**config.mk**
```make
export PLATFORM = sky130hd
export DESIGN_NAME = sdram_arbiter
export DESIGN_NICKNAME = d
export VERILOG_FILES = /design/src/rtl/sdram_arbiter_pkg.sv /design/src/rtl/sdram_arbiter_rr_select.sv /design/src/rtl/sdram_arbiter.sv
export SDC_FILE = /design/constraint.sdc
export NUM_CORES = 1
export LEC_CHECK = 0
export ABC_AREA = 1
export BUFFER_PORTS_ARGS = -buffer_cell sky130_fd_sc_hd__buf_2
export CAP_MARGIN = 5
export CORE_AREA = 2 2 113 115
export DETAILED_ROUTE_END_ITERATION = 16
export DIE_AREA = 0 0 115 117
export PLACE_DENSITY = 0.85
export REMOVE_ABC_BUFFERS = 1
export SLEW_MARGIN = 0
export SYNTH_ARGS = -nofsm -noshare
export SYNTH_HDL_FRONTEND = slang
export SYNTH_HIERARCHICAL = 1
export SYNTH_SLANG_ARGS = --single-unit
```
**constraint.sdc**
```tcl
create_clock -name clk -period 6.2 [get_ports clk]
set_input_delay 0.62 -clock clk [delete_from_list [all_inputs] [get_ports clk]]
set_output_delay 0.62 -clock clk [all_outputs]
set_load 0.01 [all_outputs]
```
**src/rtl/sdram_arbiter_pkg.sv**
```systemverilog
// Shared SDRAM arbiter types and widths.
// Used by the arbiter, the SDRAM controller and the ROM loaders.
package sdram_arbiter_pkg;

  localparam int SDRAM_AW = 23;
  localparam int SDRAM_DW = 32;

  typedef enum logic [1:0] {
    IDLE,
    REQ,
    WAIT
  } arb_state_e;

endpackage

```
**src/rtl/sdram_arbiter_rr_select.sv**
```systemverilog
// Combinational round-robin picker.
// Grants the first set request at or after ptr_i, wrapping at N.
module rr_select
  import sdram_arbiter_pkg::*;
#(
  parameter int N  = 4,
  parameter int IW = $clog2(N)
) (
  input  logic [N-1:0]  req_i,
  input  logic [IW-1:0] ptr_i,
  output logic [N-1:0]  gnt_o,
  output logic [IW-1:0] idx_o,
  output logic          any_o
);

  // Walk from the farthest offset down so the nearest one wins.
  always_comb begin
    logic [IW:0] p;
    p     = '0;
    gnt_o = '0;
    idx_o = '0;
    for (int k = N - 1; k >= 0; k--) begin
      p = {1'b0, ptr_i} + (IW+1)'(k);
      if (p >= (IW+1)'(N)) p = p - (IW+1)'(N);
      if (req_i[p[IW-1:0]]) begin
        gnt_o             = '0;
        gnt_o[p[IW-1:0]]  = 1'b1;
        idx_o             = p[IW-1:0];
      end
    end
  end

  assign any_o = |req_i;

endmodule

```
**src/rtl/sdram_arbiter.sv**
```systemverilog
// Single-outstanding SDRAM arbiter: download writes first,
// game ROM reads round-robin, with a read-data timeout.
module sdram_arbiter
  import sdram_arbiter_pkg::*;
#(
  parameter int NUM_PORTS  = 4,
  parameter int ADDR_WIDTH = SDRAM_AW,
  parameter int DATA_WIDTH = SDRAM_DW,
  parameter int TIMEOUT    = 255
) (
  input  logic                            clk,
  input  logic                            reset_n,
  input  logic [ADDR_WIDTH-1:0]           dl_addr,
  input  logic [DATA_WIDTH-1:0]           dl_data,
  input  logic                            dl_req,
  output logic                            dl_ack,
  input  logic [NUM_PORTS*ADDR_WIDTH-1:0] rom_addr,
  input  logic [NUM_PORTS-1:0]            rom_req,
  output logic [NUM_PORTS-1:0]            rom_ack,
  output logic [NUM_PORTS-1:0]            rom_valid,
  output logic [DATA_WIDTH-1:0]           rom_data,
  output logic [ADDR_WIDTH-1:0]           sdram_addr,
  output logic [DATA_WIDTH-1:0]           sdram_data,
  output logic                            sdram_we,
  output logic                            sdram_req,
  input  logic                            sdram_ack,
  input  logic                            sdram_valid,
  input  logic [DATA_WIDTH-1:0]           sdram_q,
  output logic                            timeout_err
);

  localparam int IW = $clog2(NUM_PORTS);
  localparam logic [7:0] TMO_LAST = 8'(TIMEOUT - 1);

  arb_state_e            state_q, state_d;
  logic [IW-1:0]         rr_ptr_q, rr_ptr_d;
  logic [IW-1:0]         gnt_idx_q, gnt_idx_d;
  logic [NUM_PORTS-1:0]  gnt_oh_q, gnt_oh_d;
  logic                  wr_q, wr_d;
  logic                  req_q, req_d;
  logic [ADDR_WIDTH-1:0] addr_q, addr_d;
  logic [DATA_WIDTH-1:0] data_q, data_d;
  logic [DATA_WIDTH-1:0] rdata_q, rdata_d;
  logic [7:0]            timer_q, timer_d;
  logic [NUM_PORTS-1:0]  valid_q, valid_d;
  logic                  tmo_q, tmo_d;

  logic [NUM_PORTS-1:0]  sel_gnt;
  logic [IW-1:0]         sel_idx;
  logic                  sel_any;
  logic                  acked;

  rr_select #(
    .N  (NUM_PORTS),
    .IW (IW)
  ) u_rr (
    .req_i (rom_req),
    .ptr_i (rr_ptr_q),
    .gnt_o (sel_gnt),
    .idx_o (sel_idx),
    .any_o (sel_any)
  );

  // Acks are combinational so the requester can drop req before the next grant.
  assign acked = reset_n && req_q && sdram_ack && (state_q == REQ);

  always_comb begin
    state_d   = state_q;
    rr_ptr_d  = rr_ptr_q;
    gnt_idx_d = gnt_idx_q;
    gnt_oh_d  = gnt_oh_q;
    wr_d      = wr_q;
    req_d     = req_q;
    addr_d    = addr_q;
    data_d    = data_q;
    rdata_d   = rdata_q;
    timer_d   = timer_q;
    valid_d   = '0;
    tmo_d     = tmo_q;
    unique case (state_q)
      IDLE: begin
        if (dl_req) begin
          wr_d     = 1'b1;
          req_d    = 1'b1;
          addr_d   = dl_addr;
          data_d   = dl_data;
          gnt_oh_d = '0;
          state_d  = REQ;
        end else if (sel_any) begin
          wr_d      = 1'b0;
          req_d     = 1'b1;
          addr_d    = rom_addr[sel_idx*ADDR_WIDTH +: ADDR_WIDTH];
          gnt_idx_d = sel_idx;
          gnt_oh_d  = sel_gnt;
          state_d   = REQ;
        end
      end
      REQ: begin
        if (acked) begin
          req_d = 1'b0;
          if (wr_q) begin
            state_d = IDLE;
          end else begin
            if (gnt_idx_q == IW'(NUM_PORTS - 1)) rr_ptr_d = '0;
            else rr_ptr_d = gnt_idx_q + IW'(1);
            timer_d = '0;
            state_d = WAIT;
          end
        end
      end
      WAIT: begin
        timer_d = timer_q + 8'd1;
        if (sdram_valid) begin
          valid_d = gnt_oh_q;
          rdata_d = sdram_q;
          state_d = IDLE;
        end else if (timer_q == TMO_LAST) begin
          tmo_d   = 1'b1;
          state_d = IDLE;
        end
      end
      default: state_d = IDLE;
    endcase
  end

  always_ff @(posedge clk) begin
    if (!reset_n) begin
      state_q   <= IDLE;
      rr_ptr_q  <= '0;
      gnt_idx_q <= '0;
      gnt_oh_q  <= '0;
      wr_q      <= 1'b0;
      req_q     <= 1'b0;
      addr_q    <= '0;
      data_q    <= '0;
      rdata_q   <= '0;
      timer_q   <= '0;
      valid_q   <= '0;
      tmo_q     <= 1'b0;
    end else begin
      state_q   <= state_d;
      rr_ptr_q  <= rr_ptr_d;
      gnt_idx_q <= gnt_idx_d;
      gnt_oh_q  <= gnt_oh_d;
      wr_q      <= wr_d;
      req_q     <= req_d;
      addr_q    <= addr_d;
      data_q    <= data_d;
      rdata_q   <= rdata_d;
      timer_q   <= timer_d;
      valid_q   <= valid_d;
      tmo_q     <= tmo_d;
    end
  end

  assign dl_ack      = acked && wr_q;
  assign rom_ack     = (acked && !wr_q) ? gnt_oh_q : '0;
  assign rom_valid   = valid_q;
  assign rom_data    = rdata_q;
  assign sdram_addr  = addr_q;
  assign sdram_data  = data_q;
  assign sdram_we    = wr_q;
  assign sdram_req   = req_q;
  assign timeout_err = tmo_q;

endmodule

```
=== Yosys cells after proc, flatten, opt, wreduce, memory -nomap -nowiden ===
Cells that the tools add are included.

* Mux-type cells: 50
* $mul: 1
* Equality and inequality tests: 8
* Bitwise logic cells: 3
* Shifts and indexed selects: 1
* Reduce and logical (&&, ||, !) cells: 25
* $lt $le $gt $ge: 12
* Add/subtract/negate cells: 9

{| class="wikitable"
|+ Operators with widths
! cell !! number
|-
| $shiftx A92 B8 Y23 || 1
|-
| $mux W23 || 2
|-
| $mux W2 || 15
|-
| $mux W4 || 7
|-
| $reduce_and A3 Y1 || 7
|-
| $mux W8 || 2
|-
| $pmux W8 S2 || 1
|-
| $mux W1 || 13
|-
| $lt A2 B3 Y1 const B || 4
|-
| $ge A3 B3 Y1 const B || 3
|-
| $logic_and A1 B1 Y1 || 9
|-
| $add A8 B1 Y8 const B || 1
|-
| $bmux W1 S2 || 4
|-
| $demux W1 S2 || 4
|-
| $eq A8 B8 Y1 const B || 1
|-
| $ge A2 B1 Y1 const B || 4
|-
| $sub A2 B1 Y2 const B || 4
|-
| $mul A2 B5 Y7 const B || 1
|-
| $add A2 B2 Y3 const B || 2
|-
| $ne A3 B3 Y1 const B || 2
|-
| $pmux W2 S3 || 1
|-
| $reduce_and A2 Y1 || 3
|-
| $reduce_bool A2 Y1 || 3
|-
| $eq A2 B2 Y1 const B || 2
|-
| other kinds (10) || 13
|}

* Input port bits: 188
* Bits in registers: 112
* Word-level logic and storage cells: 121
* Output and inout port bits: 99

=== Depth between registers and ports, before layout ===
* Depth after elaboration: 13
* Gate-level depth with buffers: 16

=== Hierarchy ===
Netlist, hierarchy kept.

{| class="wikitable"
|+ By module, submodules not included
! module !! cells each !! area an instance (um^2) !! instances !! sequential area each (um^2)
|-
| sdram_arbiter || 714 || 5042.3 || 1 || 2242.2
|-
| rr_select || 83 || 464.2 || 1 || 0.0
|}

=== Least setup slack after synthesis ===
No wires, ideal clock.

* Path type: register to register
* Start: register rr_ptr_q[0]
* End: register addr_q[19] (netlist: sdram_addr[19])
* Period minus slack after synthesis: 2.319 ns
* Library setup time: 0.066 ns
* Slack: 3.881 ns
* Data required time: 6.134 ns
* Arrival time: 2.253 ns
* Cell stages (with the launch flop): 16
* Path through: dfxtp_1 inv_2 ha_1 inv_1 nand3_2 nand2_4 inv_4 a21oi_1 o21ai_0 inv_1 buf_2 buf_2 nand2_1 nand3_1 nand3_1 a21oi_2

* Word-level cells in the longest chain between the ends: 13
* Elaborated cells between the ends (all ways): 31
* Those cells by class: add/sub: 7; mul: 1; order compare: 4; shift: 1; mux: 18

{| class="wikitable"
|+ Ends and longest elaborated chain
! what !! RTL line !! source
|-
| start, declared || sdram_arbiter.sv:36 || <nowiki>logic [IW-1:0] rr_ptr_q, rr_ptr_d;</nowiki>
|-
| start signal, assigned || sdram_arbiter.sv:142 || <nowiki>rr_ptr_q <= rr_ptr_d;</nowiki>
|-
| $add A2 B2 Y3 || sdram_arbiter_rr_select.sv:23 || <nowiki>p = {1'b0, ptr_i} + (IW+1)'(k);</nowiki>
|-
| $ge A3 B3 Y1 or $sub A2 B1 Y2 (tied branches) || sdram_arbiter_rr_select.sv:24 || <nowiki>if (p >= (IW+1)'(N)) p = p - (IW+1)'(N);</nowiki>
|-
| $mux W2 || sdram_arbiter_rr_select.sv:24 ||
|-
| $bmux W1 S2 || sdram_arbiter_rr_select.sv:25 || <nowiki>if (req_i[p[IW-1:0]]) begin</nowiki>
|-
| $mux W1 (not written as such) || sdram_arbiter_rr_select.sv:25 ||
|-
| $mux W2 (3 in a row) || sdram_arbiter_rr_select.sv:25 ||
|-
| $mux W2 (*) || sdram_arbiter_rr_select.sv:25 ||
|-
| via sel_idx[0] || sdram_arbiter.sv:49 || <nowiki>logic [IW-1:0] sel_idx;</nowiki>
|-
| $mul A2 B5 Y7 (*) || sdram_arbiter.sv:92 || <nowiki>addr_d = rom_addr[sel_idx*ADDR_WIDTH +: ADDR_WIDTH];</nowiki>
|-
| $shiftx A92 B8 Y23 (*) || sdram_arbiter.sv:92 ||
|-
| $mux W23 (*) || sdram_arbiter.sv:89 || <nowiki>end else if (sel_any) begin</nowiki>
|-
| $mux W23 (*) || sdram_arbiter.sv:82 || <nowiki>if (dl_req) begin</nowiki>
|-
| end signal, assigned || sdram_arbiter.sv:147 || <nowiki>addr_q <= addr_d;</nowiki>
|-
| end, declared || sdram_arbiter.sv:41 || <nowiki>logic [ADDR_WIDTH-1:0] addr_q, addr_d;</nowiki>
|}

The timed path passes the listed nets; every way through them passes the cells marked *. The select of a mux whose other input is x is not followed.
A chain may end at the register's enable or synchronous reset.

=== Final worst setup path ===
* Start: register rr_ptr_q[0]
* End: register addr_q[6] (netlist: sdram_addr[6])

The elaborated chain is that of the path after synthesis.

==> impl_metrics.toml <==
[timing]
timing.hold.ws_ns = 0.4627
max-slew-margin-rel_pct = 33.53
hold_viol_final = 0
tns_ns = 0
setup_violations = 0
worst_pin_slew_ns = 0.9959
period_share_pct = 55.36
rsz0062_at_grt = "false"
max_clock_freq_mhz = 291.3
drv_slew = 0
fin_crit_ns = 3.433
fin_skew_ns = 0.005333

[logic_synthesis]
synthTopCellsByArea = "dfxtp_1 41%, nand2_1 14%, nand3_1 9.0%"
ys_ff_latch = 112
yosys-top-cells-count = "201 x nand2_1, 112 x dfxtp_1, 99 x nand3_1, 97 x nor2_1, 88 x a21oi_1"
async_flop_share_pct = 0
syn_area_um2 = 5507
synth_cell_types = 27
synth_edf_count = 0
synth_top_area_share_pct = 40.72
yosys_warnings = 6
ys.flop_type = "dfxtp_1"
syn_inst = 797
syn_avg_cell_area_um2 = 6.909
yosys.area.top_type = "dfxtp_1"
yosysMostFrequentCell = "nand2_1"
ys_seq_area_share_pct = 40.72

[floorplanning]
num_rows = 41
die_y_um = 117
io_pins = 287
die_x_um = 115
core_area_um2 = 12310
initial_core_util_pct = 44.73
die-area_um2 = 13460

[cells_and_area]
multi_input_area_um2 = 2872
area_delta_synth_final_pct = 31.11
drive_gt1_share_pct = 33.55
seq_area_um2 = 2242
fin_nets = 1249
antenna_cells = 0
fill_cells = 1148

[global_routing]
overflow = 0
grt_pass1_wl_um = 25740
antenna_found_initial = 0
first_global_vias = 5549
grt_max_degree = 65
track_usage_pct = 23.90

[job]
maxCapViolCount = 0

[detailed_routing]
drtIter0Drc = 514
first_pass_iters = 5
drcViolationCount = 0
viasPerCell = 5.198
ant_nets = 0
num_vias = 6263
wire_per_inst_um = 13.91
routed_wl_um = 16760

[placement]
portBuffers = 286
hpwl_um = 12130
place.gp.congestion = 0.9018

[power_and_ir_drop]
power.internal_mw = 1.201
swShare_pct = 31.35
p_seq_share_pct = 45.0
switchingPower_uw = 548.5
power_frac_comb_pct = 22.7
pwr-share-clk_pct = 32.3
leakage_nw = 3.491
ir_worst_vdd_v = 0.0001175
power_density_nw_per_um2 = 242.3

[worst_setup_path]
cp.arrival_ns = 3.72
cp_top_family = "buffers and inverters"
cp_max_fo = 47
startpoint_type = "flop"
crit_path_top_delay_cell = "inv_1"
max_stage_delay_ns = 0.58
path_class = "flop to flop"
worst_setup_path_end_kind = "flop"
cp_cell_sequence = "inv_2 -> ha_1 -> inv_1 -> nand3_1 -> nand2_1 -> inv_1 -> nor2_2 -> o21ai_0 -> o21ai_4 -> buf_4 -> inv_1 -> buf_16 -> nand2_1 -> nand3_1 -> nand3_1 -> a21oi_1"
required_ns = 6.48
crit_buf_inv = 6

[clocking]
ctsResizeCount = 0
clk_path_buf_depth = 2
path_clk_slew_ns = 0.08
cts_setup_buffers = 0
cts_tree = "done"
cts_root_buffer = "clkbuf_16"
ctsHoldBuffers = 0
cts_made_buffers = 9
insertion_delay_ns = 0.35
htree_levels = 3
cts.sinks = 112

[run_status]
status = "finished clean"

[worst_hold_path]
hold_class = "flop to flop"
-- state kept, by name, summed over array words and instances, names as in the netlist --
signal	flops
gnt_idx_q	2
gnt_oh_q	4
rom_data	32
rom_valid	4
rr_ptr_q	2
sdram_addr	23
sdram_data	32
sdram_req	1
sdram_we	1
state_q	2
timeout_err	1
timer_q	8
-- worst paths after layout --
check | startpoint | to | slack (ns) | depth (start not counted)
min reg2reg | rom_data[24]$_SDFFE_PN0P_ | rom_data[24]$_SDFFE_PN0P_ | 0.46 | 2
min | rom_data[24]$_SDFFE_PN0P_ | rom_data[24]$_SDFFE_PN0P_ | 0.46 | 2
max reg2reg | rr_ptr_q[0]$_SDFFE_PN0P_ | sdram_addr[6]$_SDFFE_PN0P_ | 2.77 | 16
max | rr_ptr_q[0]$_SDFFE_PN0P_ | sdram_addr[6]$_SDFFE_PN0P_ | 2.77 | 16
-- per-layer routing --
metal / global-route usage (%) / wire length, um
met3: 4.892 / 1539
met1: 27.80 / 6686
met5: 0 / 0
met2: 42.04 / 7953
met4: 11.73 / 584
-- power by group through the flow --
stage	combinational [mW]	clock [mW]	sequential (mW)
after global routing	0.444	0.613	0.792
after floorplan	0.208	0	0.820
after CTS	0.391	0.582	0.787
after detailed placement	0.388	0	0.804
after global placement	0.384	0	0.802
final	0.397	0.565	0.787
-- final cells by class --
type | instances | share of cell area, %
clock buffer | 9 | 3.120
clock inverter | 7 | 0.9185
inverter | 35 | 1.906
multi-input combinational | 601 | 39.77
sequential | 112 | 31.06
tap | 150 | 2.600
timing repair buffer | 291 | 20.62
-- kinds of logic after synthesis --
| group | synth area share [%] |
|---|---|
| fa+ha+maj | 2.499 |
| simple gates | 33.51 |
| compound gates | 15.93 |
| buf+inv | 7.339 |
| flops | 40.72 |
-- worst min-delay path, stage by stage (launching register included) --
cell and delay, ns:
dfxtp_1 0.31, nand2_1 0.06, a21oi_1 0.05
-- cells in the final DEF (no fill, tap or decap), types with 11 or more instances in the layout --
cell / Yosys / layout
dfxtp_1: 112 / 112
nor2_1: 97 / 97
buf_2: 23 / 286
nand3_1: 99 / 99
ha_1: 11 / 11
o21ai_0: 61 / 60
a21oi_2: 13 / 13
a21oi_1: 88 / 88
inv_1: 27 / 27
nand2_1: 201 / 201
-- metrics by stage --
stage,setup slack [ns],cells,instance area [um^2],util [%],total power [mW]
5_1_grt,2.442,1205,7219,58.64,1.849
3_5_place_dp,2.522,1188,6900,56.05,1.192
6_report,2.767,1205,7219,58.64,1.749
3_3_place_gp,2.588,1188,6900,56.05,1.187
2_1_floorplan,0.5013,748,5240,-,1.028
4_1_cts,2.495,1204,7192,58.41,1.760
Power figures use the tool's default switching activity.
